==> src/rtl/rr_mux_pkg.sv <==
// ----------------------------------------------------------------------------
// rr_mux_pkg
// Shared types and helpers for the round-robin stream multiplexer family.
//   arb_state_e : grant lock state (free to re-arbitrate / locked on rr_ptr)
//   sel_width   : width of a channel index, never less than one bit
//   next_idx    : wrap-around increment of a channel index
// ----------------------------------------------------------------------------
package rr_mux_pkg;

    typedef enum logic {
        ARB_FREE   = 1'b0,
        ARB_LOCKED = 1'b1
    } arb_state_e;

    function automatic int sel_width(input int n);
        return (n <= 2) ? 1 : $clog2(n);
    endfunction

    function automatic int next_idx(input int i, input int n);
        return (i + 1 >= n) ? 0 : i + 1;
    endfunction

endpackage

==> src/rtl/rr_stream_mux_if.sv <==
// ----------------------------------------------------------------------------
// rr_stream_mux_if
// Bundle of the N input streams and the single output stream of the mux.
//   in_data   CHANNELS*WIDTH  channel i at [i*WIDTH +: WIDTH]
//   in_valid  CHANNELS        per-channel valid
//   in_last   CHANNELS        per-channel end-of-packet
//   in_ready  CHANNELS        per-channel ready (from the mux)
//   out_data  WIDTH           held beat
//   out_valid 1               held beat valid
//   out_last  1               held beat last flag
//   out_sel   SELW            channel that supplied the held beat
//   out_ready 1               downstream ready
// Modports: slave = the mux itself, master = producers/consumer around it.
// ----------------------------------------------------------------------------
interface rr_stream_mux_if
    import rr_mux_pkg::*;
#(
    parameter int WIDTH    = 8,
    parameter int CHANNELS = 4
) ();
    localparam int SELW = sel_width(CHANNELS);

    logic [CHANNELS*WIDTH-1:0] in_data;
    logic [CHANNELS-1:0]       in_valid;
    logic [CHANNELS-1:0]       in_last;
    logic [CHANNELS-1:0]       in_ready;
    logic [WIDTH-1:0]          out_data;
    logic                      out_valid;
    logic                      out_last;
    logic [SELW-1:0]           out_sel;
    logic                      out_ready;

    modport slave (
        input  in_data, in_valid, in_last, out_ready,
        output in_ready, out_data, out_valid, out_last, out_sel
    );

    modport master (
        output in_data, in_valid, in_last, out_ready,
        input  in_ready, out_data, out_valid, out_last, out_sel
    );
endinterface

==> src/rtl/rr_arbiter.sv <==
// ----------------------------------------------------------------------------
// rr_arbiter
// Purely combinational round-robin arbiter.
//   req          CHANNELS  request vector
//   rr_ptr       SELW      highest-priority channel this cycle
//   lock         1         when set only rr_ptr may be granted
//   grant_onehot CHANNELS  one-hot grant (all zero when nothing granted)
//   grant_idx    SELW      index of the granted channel
// ----------------------------------------------------------------------------
module rr_arbiter
    import rr_mux_pkg::*;
#(
    parameter int CHANNELS = 4,
    parameter int SELW     = sel_width(CHANNELS)
) (
    input  logic [CHANNELS-1:0] req,
    input  logic [SELW-1:0]     rr_ptr,
    input  logic                lock,
    output logic [CHANNELS-1:0] grant_onehot,
    output logic [SELW-1:0]     grant_idx
);

    logic w_found;

    // Search rr_ptr, rr_ptr+1, ... with wrap; first requester wins.
    always_comb begin
        int cand;
        cand      = 0;
        w_found   = 1'b0;
        grant_idx = '0;
        if (lock) begin
            // Locked: the packet owner keeps priority even while idle.
            w_found   = req[rr_ptr];
            grant_idx = rr_ptr;
        end else begin
            for (int k = 0; k < CHANNELS; k++) begin
                cand = int'(rr_ptr) + k;
                if (cand >= CHANNELS) begin
                    cand = cand - CHANNELS;
                end
                if (!w_found && req[cand]) begin
                    w_found   = 1'b1;
                    grant_idx = SELW'(cand);
                end
            end
        end
    end

    for (genvar gi = 0; gi < CHANNELS; gi++) begin : g_onehot
        assign grant_onehot[gi] = w_found && (grant_idx == SELW'(gi));
    end

endmodule

==> src/rtl/rr_stream_mux.sv <==
// ----------------------------------------------------------------------------
// rr_stream_mux
// N:1 stream multiplexer with round-robin selection and a single registered
// output stage with backpressure. In packet mode the grant stays on one
// channel until a beat flagged last is accepted from it.
//   clk  rising-edge clock
//   rst  synchronous active-high reset
//   bus  rr_stream_mux_if.slave (input streams, output stream)
// ----------------------------------------------------------------------------
module rr_stream_mux
    import rr_mux_pkg::*;
#(
    parameter int WIDTH       = 8,
    parameter int CHANNELS    = 4,
    parameter int PACKET_MODE = 0,
    parameter int SELW        = sel_width(CHANNELS)
) (
    input  logic               clk,
    input  logic               rst,
    rr_stream_mux_if.slave     bus
);

    logic [SELW-1:0]     r_ptr;
    arb_state_e          r_lock;
    logic [WIDTH-1:0]    r_data;
    logic                r_last;
    logic                r_valid;
    logic [SELW-1:0]     r_sel;

    logic [CHANNELS-1:0] w_grant_onehot;
    logic [SELW-1:0]     w_grant_idx;
    logic                w_grant_any;
    logic                w_lock;
    logic                w_load;
    logic                w_accept;
    logic [WIDTH-1:0]    w_data;
    logic                w_last;
    logic [SELW-1:0]     w_ptr_next;
    logic [WIDTH-1:0]    w_masked [CHANNELS];

    assign w_lock = (r_lock == ARB_LOCKED);

    rr_arbiter #(
        .CHANNELS (CHANNELS),
        .SELW     (SELW)
    ) u_arb (
        .req          (bus.in_valid),
        .rr_ptr       (r_ptr),
        .lock         (w_lock),
        .grant_onehot (w_grant_onehot),
        .grant_idx    (w_grant_idx)
    );

    // The output register can take a new beat when empty or draining.
    assign w_grant_any = |w_grant_onehot;
    assign w_load      = !r_valid || bus.out_ready;
    assign w_accept    = w_load && w_grant_any && !rst;
    assign bus.in_ready = w_grant_onehot & {CHANNELS{w_load && !rst}};

    // AND-OR data mux: non-granted lanes are forced to zero so unknown
    // data on idle producers cannot leak into the output register.
    for (genvar gi = 0; gi < CHANNELS; gi++) begin : g_mask
        assign w_masked[gi] = bus.in_data[gi*WIDTH +: WIDTH] & {WIDTH{w_grant_onehot[gi]}};
    end

    always_comb begin
        w_data = '0;
        for (int k = 0; k < CHANNELS; k++) begin
            w_data = w_data | w_masked[k];
        end
    end

    assign w_last     = |(bus.in_last & w_grant_onehot);
    assign w_ptr_next = SELW'(next_idx(int'(w_grant_idx), CHANNELS));

    always_ff @(posedge clk) begin
        if (rst) begin
            r_ptr   <= '0;
            r_lock  <= ARB_FREE;
            r_data  <= '0;
            r_last  <= 1'b0;
            r_valid <= 1'b0;
            r_sel   <= '0;
        end else if (w_load) begin
            if (w_accept) begin
                r_data  <= w_data;
                r_last  <= w_last;
                r_sel   <= w_grant_idx;
                r_valid <= 1'b1;
                if (PACKET_MODE != 0 && !w_last) begin
                    // Mid-packet: stay on this channel.
                    r_ptr  <= w_grant_idx;
                    r_lock <= ARB_LOCKED;
                end else begin
                    r_ptr  <= w_ptr_next;
                    r_lock <= ARB_FREE;
                end
            end else begin
                r_valid <= 1'b0;
            end
        end
    end

    assign bus.out_data  = r_data;
    assign bus.out_last  = r_last;
    assign bus.out_valid = r_valid;
    assign bus.out_sel   = r_sel;

endmodule

==> src/flat_wrapper.sv <==
// flat-port wrapper written by rule: the top's interface ports become plain ports
module rr_stream_mux_flat import rr_mux_pkg::*;
#(
    parameter int WIDTH       = 8,
    parameter int CHANNELS    = 4,
    parameter int PACKET_MODE = 0,
    parameter int SELW        = sel_width(CHANNELS)
)
  (clk, rst, bus_in_data, bus_in_valid, bus_in_last, bus_out_ready, bus_in_ready, bus_out_data, bus_out_valid, bus_out_last, bus_out_sel);
  rr_stream_mux_if #(.WIDTH(WIDTH), .CHANNELS(CHANNELS)) bus_i ();
  input  logic clk;
  input  logic rst;
  input wire logic [$bits(bus_i.in_data)-1:0] bus_in_data;
  input wire logic [$bits(bus_i.in_valid)-1:0] bus_in_valid;
  input wire logic [$bits(bus_i.in_last)-1:0] bus_in_last;
  input wire logic [$bits(bus_i.out_ready)-1:0] bus_out_ready;
  output wire logic [$bits(bus_i.in_ready)-1:0] bus_in_ready;
  output wire logic [$bits(bus_i.out_data)-1:0] bus_out_data;
  output wire logic [$bits(bus_i.out_valid)-1:0] bus_out_valid;
  output wire logic [$bits(bus_i.out_last)-1:0] bus_out_last;
  output wire logic [$bits(bus_i.out_sel)-1:0] bus_out_sel;
  assign bus_i.in_data = bus_in_data;
  assign bus_i.in_valid = bus_in_valid;
  assign bus_i.in_last = bus_in_last;
  assign bus_i.out_ready = bus_out_ready;
  assign bus_in_ready = bus_i.in_ready;
  assign bus_out_data = bus_i.out_data;
  assign bus_out_valid = bus_i.out_valid;
  assign bus_out_last = bus_i.out_last;
  assign bus_out_sel = bus_i.out_sel;
  rr_stream_mux #(.WIDTH(WIDTH), .CHANNELS(CHANNELS), .PACKET_MODE(PACKET_MODE), .SELW(SELW)) u_core (.clk(clk), .rst(rst), .bus(bus_i));
endmodule
==> config.mk <==
export PLATFORM = sky130hd
export DESIGN_NAME = rr_stream_mux_flat
export DESIGN_NICKNAME = d
export VERILOG_FILES = /design/src/rtl/rr_mux_pkg.sv /design/src/rtl/rr_stream_mux_if.sv /design/src/rtl/rr_arbiter.sv /design/src/rtl/rr_stream_mux.sv /design/src/flat_wrapper.sv
export SDC_FILE = /design/constraint.sdc
export NUM_CORES = 1
export LEC_CHECK = 0
export ABC_AREA = 1
export CORE_MARGIN = 4
export CORE_UTILIZATION = 40
export CTS_CLUSTER_SIZE = 40
export DETAILED_ROUTE_END_ITERATION = 16
export GPL_ROUTABILITY_DRIVEN = 0
export HOLD_SLACK_MARGIN = 0.08
export PLACE_DENSITY_LB_ADDON = 0.3
export SLEW_MARGIN = 20
export SYNTH_ARGS = -nofsm -noshare
export SYNTH_HDL_FRONTEND = slang
export SYNTH_SLANG_ARGS = --single-unit
==> constraint.sdc <==
create_clock -name clk -period 2.8 [get_ports clk]
set_clock_uncertainty 0.2 [all_clocks]
set_input_delay 0.56 -clock clk [delete_from_list [all_inputs] [get_ports clk]]
set_output_delay 0.56 -clock clk [all_outputs]
set_load 0.02 [all_outputs]
==> Implementation_results.wiki <==
{| class="wikitable"
! Metric !! Value
|-
| Number of enable flip-flop cells after synthesis || 0
|-
| Detailed placement HPWL || 2850 um
|-
| Compound-gate portion of the synthesized area || 8.54%
|-
| Gr busiest metal || met2
|-
| Post-Syn Nets || approximately 240
|-
| Pin count of the biggest net entering global routing || 37
|-
| Mean routed wirelength per cell || around 15 um
|-
| Minimum period implied by the final worst setup slack || around 3.0 ns
|-
| Clock buffers created by TritonCTS || 3
|-
| Worst-path maximum fanout || 7
|-
| Number of register bits inferred by synthesis || 14
|-
| Routed Antenna Nets || 0
|-
| Total Routing Usage GR || between 20% and 30%
|-
| Seq/Total Area, Yosys || 24.2%
|-
| Min Hold Slack || approximately 0.28 ns
|-
| # nets final || 330
|-
| Worst IR Drop VDD || 1.31 mV
|-
| Critical path type || reg2out
|-
| Setup repair after global routing missed its margin || true
|-
| Sequential standard cell area || approximately 290 um2
|-
| Type of element launching the critical path || flop
|-
| Async set-reset flop share out of synthesis || 0%
|-
| Reg2reg start || u_core.r_ptr[0]
|-
| Effective utilization at floorplan || a little over two fifths
|-
| Number of distinct library cell variants in the gate-level netlist after synthesis || 24
|-
| Final worst path period share || 109%
|-
| Simple-gate share of the synthesized area || between 50 and 60%
|-
| Depth of the worst register-to-register path || 18
|-
| Fraction of the mapped netlist area in adder cells || 4.32%
|-
| Max-capacitance violation count || 0
|-
| Start point of the worst hold path || u_core.bus.out_sel[0]
|-
| Data arrival time of the worst path || 2.28 ns
|-
| Type of the worst min-delay path || reg2reg
|-
| DRC viols || 0
|-
| PnR Total Power || 3.19 mW
|-
| Row count || 19
|-
| Most area-hungry cell type in the Yosys netlist || sky130_fd_sc_hd__dfxtp_1
|-
| Met1 Track Usage GR || 30.2%
|-
| Area share of the largest cell type after synthesis || 24.2%
|-
| Final Hold Fails || 0
|-
| Die X || 61.8 um
|-
| Synth Area in XOR/XNOR || 0%
|-
| Setup-failing EPs final || 4
|-
| Achievable clock frequency || 0.329 GHz
|-
| Die ar. || 3820 um2
|-
| Area of the placeable core || 2760 um2
|-
| Vias in the first global route || between 1,000 and 1,500
|-
| Max-slew violation count || 0
|-
| Placed cells || between 200 and 300
|-
| CTS max path bufs || 2
|-
| Most area-consuming cells after synthesis || sky130_fd_sc_hd__dfxtp_1, sky130_fd_sc_hd__nand3_1, sky130_fd_sc_hd__nand2_1, sky130_fd_sc_hd__inv_1, sky130_fd_sc_hd__ha_1
|-
| TritonCTS clock tree || done
|-
| Total power per unit cell area || 1410 nW/um2
|-
| R2R setup slack || around 0.05 ns
|-
| Leakage || 1.10 nW
|-
| Initial detailed-routing violation count || just under 100
|-
| Fraction of layout instances using a drive strength above 1 || 36.5%
|-
| Maximum level of the CTS H-tree || 1
|-
| Post-route insts no fill || roughly 310
|-
| Setup ws final || -0.242 ns
|-
| Max_slew headroom || 77.0%
|-
| Area used by multi-input combinational logic || 905 um2
|-
| Remaining global-route overflow || 0
|-
| I/O Buffers || 58
|-
| Detailed-route via count || 1,614
|-
| Worst path required time || 2.04 ns
|-
| Portion of netlist area occupied by mux cells || 0%
|-
| Boundary pin count || 59
|-
| Endpoint class of the critical path || output port
|-
| Number of instances in the synthesized netlist || 189
|-
| Met2 usage || 38.1%
|-
| Clock Pin Slew Worst Setup and Hold Paths || roughly 0.080 ns
|-
| Cell area after synthesis || 1160 um2
|-
| Synth Warn # || 0
|-
| Die boundary height || between 60 and 70 um
|-
| CTS sink count || 14
|-
| Wire length reported by the detailed router || 4660 um
|-
| Largest family of logic cells by synthesized area || simple AND/OR/NAND/NOR gates
|-
| Clock latency on the worst-skew pair || about 0.28 ns
|-
| Result of the run || finished with violations
|-
| Average vias per placed instance || 5.16
|-
| Count of inserted antenna diode cells || 0
|-
| Area Overhead vs Synth || 95.6%
|-
| Fill cell instance count of the final layout || roughly 190
|-
| Pre-Repair DR Iteration Count || 4
|-
| Setup TNS || -0.833 ns
|-
| Top-count cell post-synth || sky130_fd_sc_hd__nand2_1
|-
| Number of hold buffers added after CTS || 0
|-
| Slew at the pin closest to its max-slew limit || 0.345 ns
|-
| Worst Hold Depth || 2
|-
| Number of antenna violations at the first check in global routing || 0
|-
| Top flip-flop cell by instance count after synthesis || sky130_fd_sc_hd__dfxtp_1
|-
| Hold endpoint || u_core.bus.out_sel[0]
|-
| First-pass GRT wire length || approximately 6400 um
|-
| Violations in the final reports || setup timing
|-
| Mean Syn Cell Area || 6.12 um2
|-
| Top post-synthesis cells by count || sky130_fd_sc_hd__nand2_1, sky130_fd_sc_hd__nand3_1, sky130_fd_sc_hd__dfxtp_1, sky130_fd_sc_hd__inv_1
|-
| Worst reg2reg endpoint || u_core.bus.out_data[6]
|-
| Met3 track utilization from global routing || 3.31%
|-
| Cell chosen for the clock root || sky130_fd_sc_hd__clkbuf_4
|}
-- repair_timing --
item                                    in CTS  in global routing
pin swaps                                   22                 20
resized for setup                           63                 32
setup buffers                               16                  5
endpoints found under the setup margin       4                  4
-- how the worst max path moves through the flow --
stage | start | endpoint | slack (ns) | cells past startpoint
floorplan | bus_in_valid[3] | bus_in_ready[0] | 0.002 | 14
global placement | bus_in_valid[1] | bus_in_ready[1] | -0.79 | 13
detailed placement | bus_in_valid[1] | bus_in_ready[2] | -0.85 | 14
CTS | u_core.r_ptr[0] | bus_in_ready[0] | -0.07 | 13
global route | u_core.r_ptr[0] | bus_in_ready[2] | -0.36 | 15
finish | u_core.r_ptr[0] | bus_in_ready[2] | -0.24 | 15
-- state kept, by name, indices dropped and copies added, names as in the netlist --
register,flops
u_core.bus.out_last,1
u_core.bus.out_valid,1
u_core.bus.out_data,8
u_core.r_ptr,2
u_core.bus.out_sel,2
-- through the flow --
stage / area [um2] / setup WS, ns / utilization, %
2_1_floorplan: 1170 / 0.00213 / -
3_3_place_gp: 1890 / -0.785 / 68.6
3_5_place_dp: 1890 / -0.849 / 68.6
4_1_cts: 2160 / -0.0689 / 78.2
5_1_grt: 2260 / -0.356 / 82.1
6_report: 2260 / -0.242 / 82.1
-- cell families after synthesis --
kind of cell,after synthesis
simple gates,125
compound gates,18
fa+ha+maj,4
buf+inv,28
flops,14
-- critical path, stage by stage (launching register included) --
cell	delay [ns]
sky130_fd_sc_hd__dfxtp_4	0.41
sky130_fd_sc_hd__inv_6	0.06
sky130_fd_sc_hd__nand2_2	0.12
sky130_fd_sc_hd__nand2_2	0.08
sky130_fd_sc_hd__nand2_2	0.09
sky130_fd_sc_hd__o21ai_4	0.08
sky130_fd_sc_hd__buf_4	0.14
sky130_fd_sc_hd__nor2_1	0.14
sky130_fd_sc_hd__nor2_1	0.08
sky130_fd_sc_hd__nand3_1	0.10
sky130_fd_sc_hd__nand2_2	0.11
sky130_fd_sc_hd__inv_2	0.13
sky130_fd_sc_hd__ha_4	0.15
sky130_fd_sc_hd__inv_1	0.05
sky130_fd_sc_hd__nor2_2	0.11
sky130_fd_sc_hd__buf_6	0.13
-- routing by layer --
layer / share of wire [%] / wire length (um)
met5: 0 / 0
met4: 1.5 / 69
met3: 6.9 / 321
met2: 50 / 2310
met1: 42 / 1950
-- cell type report --
cell class	instances	share of cell area (%)
sequential	14	12.6
inverter	16	2.87
tap	31	1.71
timing repair buffer	101	41.2
clock buffer	4	1.60
multi-input combinational	147	40.0
-- layout by cell type (no fill, tap or decap), types with 3 or more instances in the layout --
| cell | n |
|---|---|
| sky130_fd_sc_hd__nand2_1 | 39 |
| sky130_fd_sc_hd__nand3_1 | 48 |
| sky130_fd_sc_hd__buf_6 | 11 |
| sky130_fd_sc_hd__nand2_4 | 8 |
| sky130_fd_sc_hd__dfxtp_1 | 12 |
| sky130_fd_sc_hd__inv_1 | 7 |
| sky130_fd_sc_hd__buf_4 | 35 |
| sky130_fd_sc_hd__clkbuf_2 | 3 |
| sky130_fd_sc_hd__clkbuf_4 | 3 |
| sky130_fd_sc_hd__o21ai_1 | 10 |
| sky130_fd_sc_hd__inv_2 | 8 |
| sky130_fd_sc_hd__nor2_1 | 5 |
| sky130_fd_sc_hd__nand2_2 | 14 |
| sky130_fd_sc_hd__clkdlybuf4s50_1 | 50 |
| sky130_fd_sc_hd__nor2_2 | 4 |
| sky130_fd_sc_hd__ha_4 | 4 |
-- power by group --
part	total (mW)	switching [mW]	leakage, nW	internal (mW)
Sequential	0.346	0.0629	0.117	0.283
Combinational	2.70	1.44	0.958	1.26
Clock	0.144	0.0648	0.0210	0.0791
No activity file was read; power rests on OpenSTA's default activity.
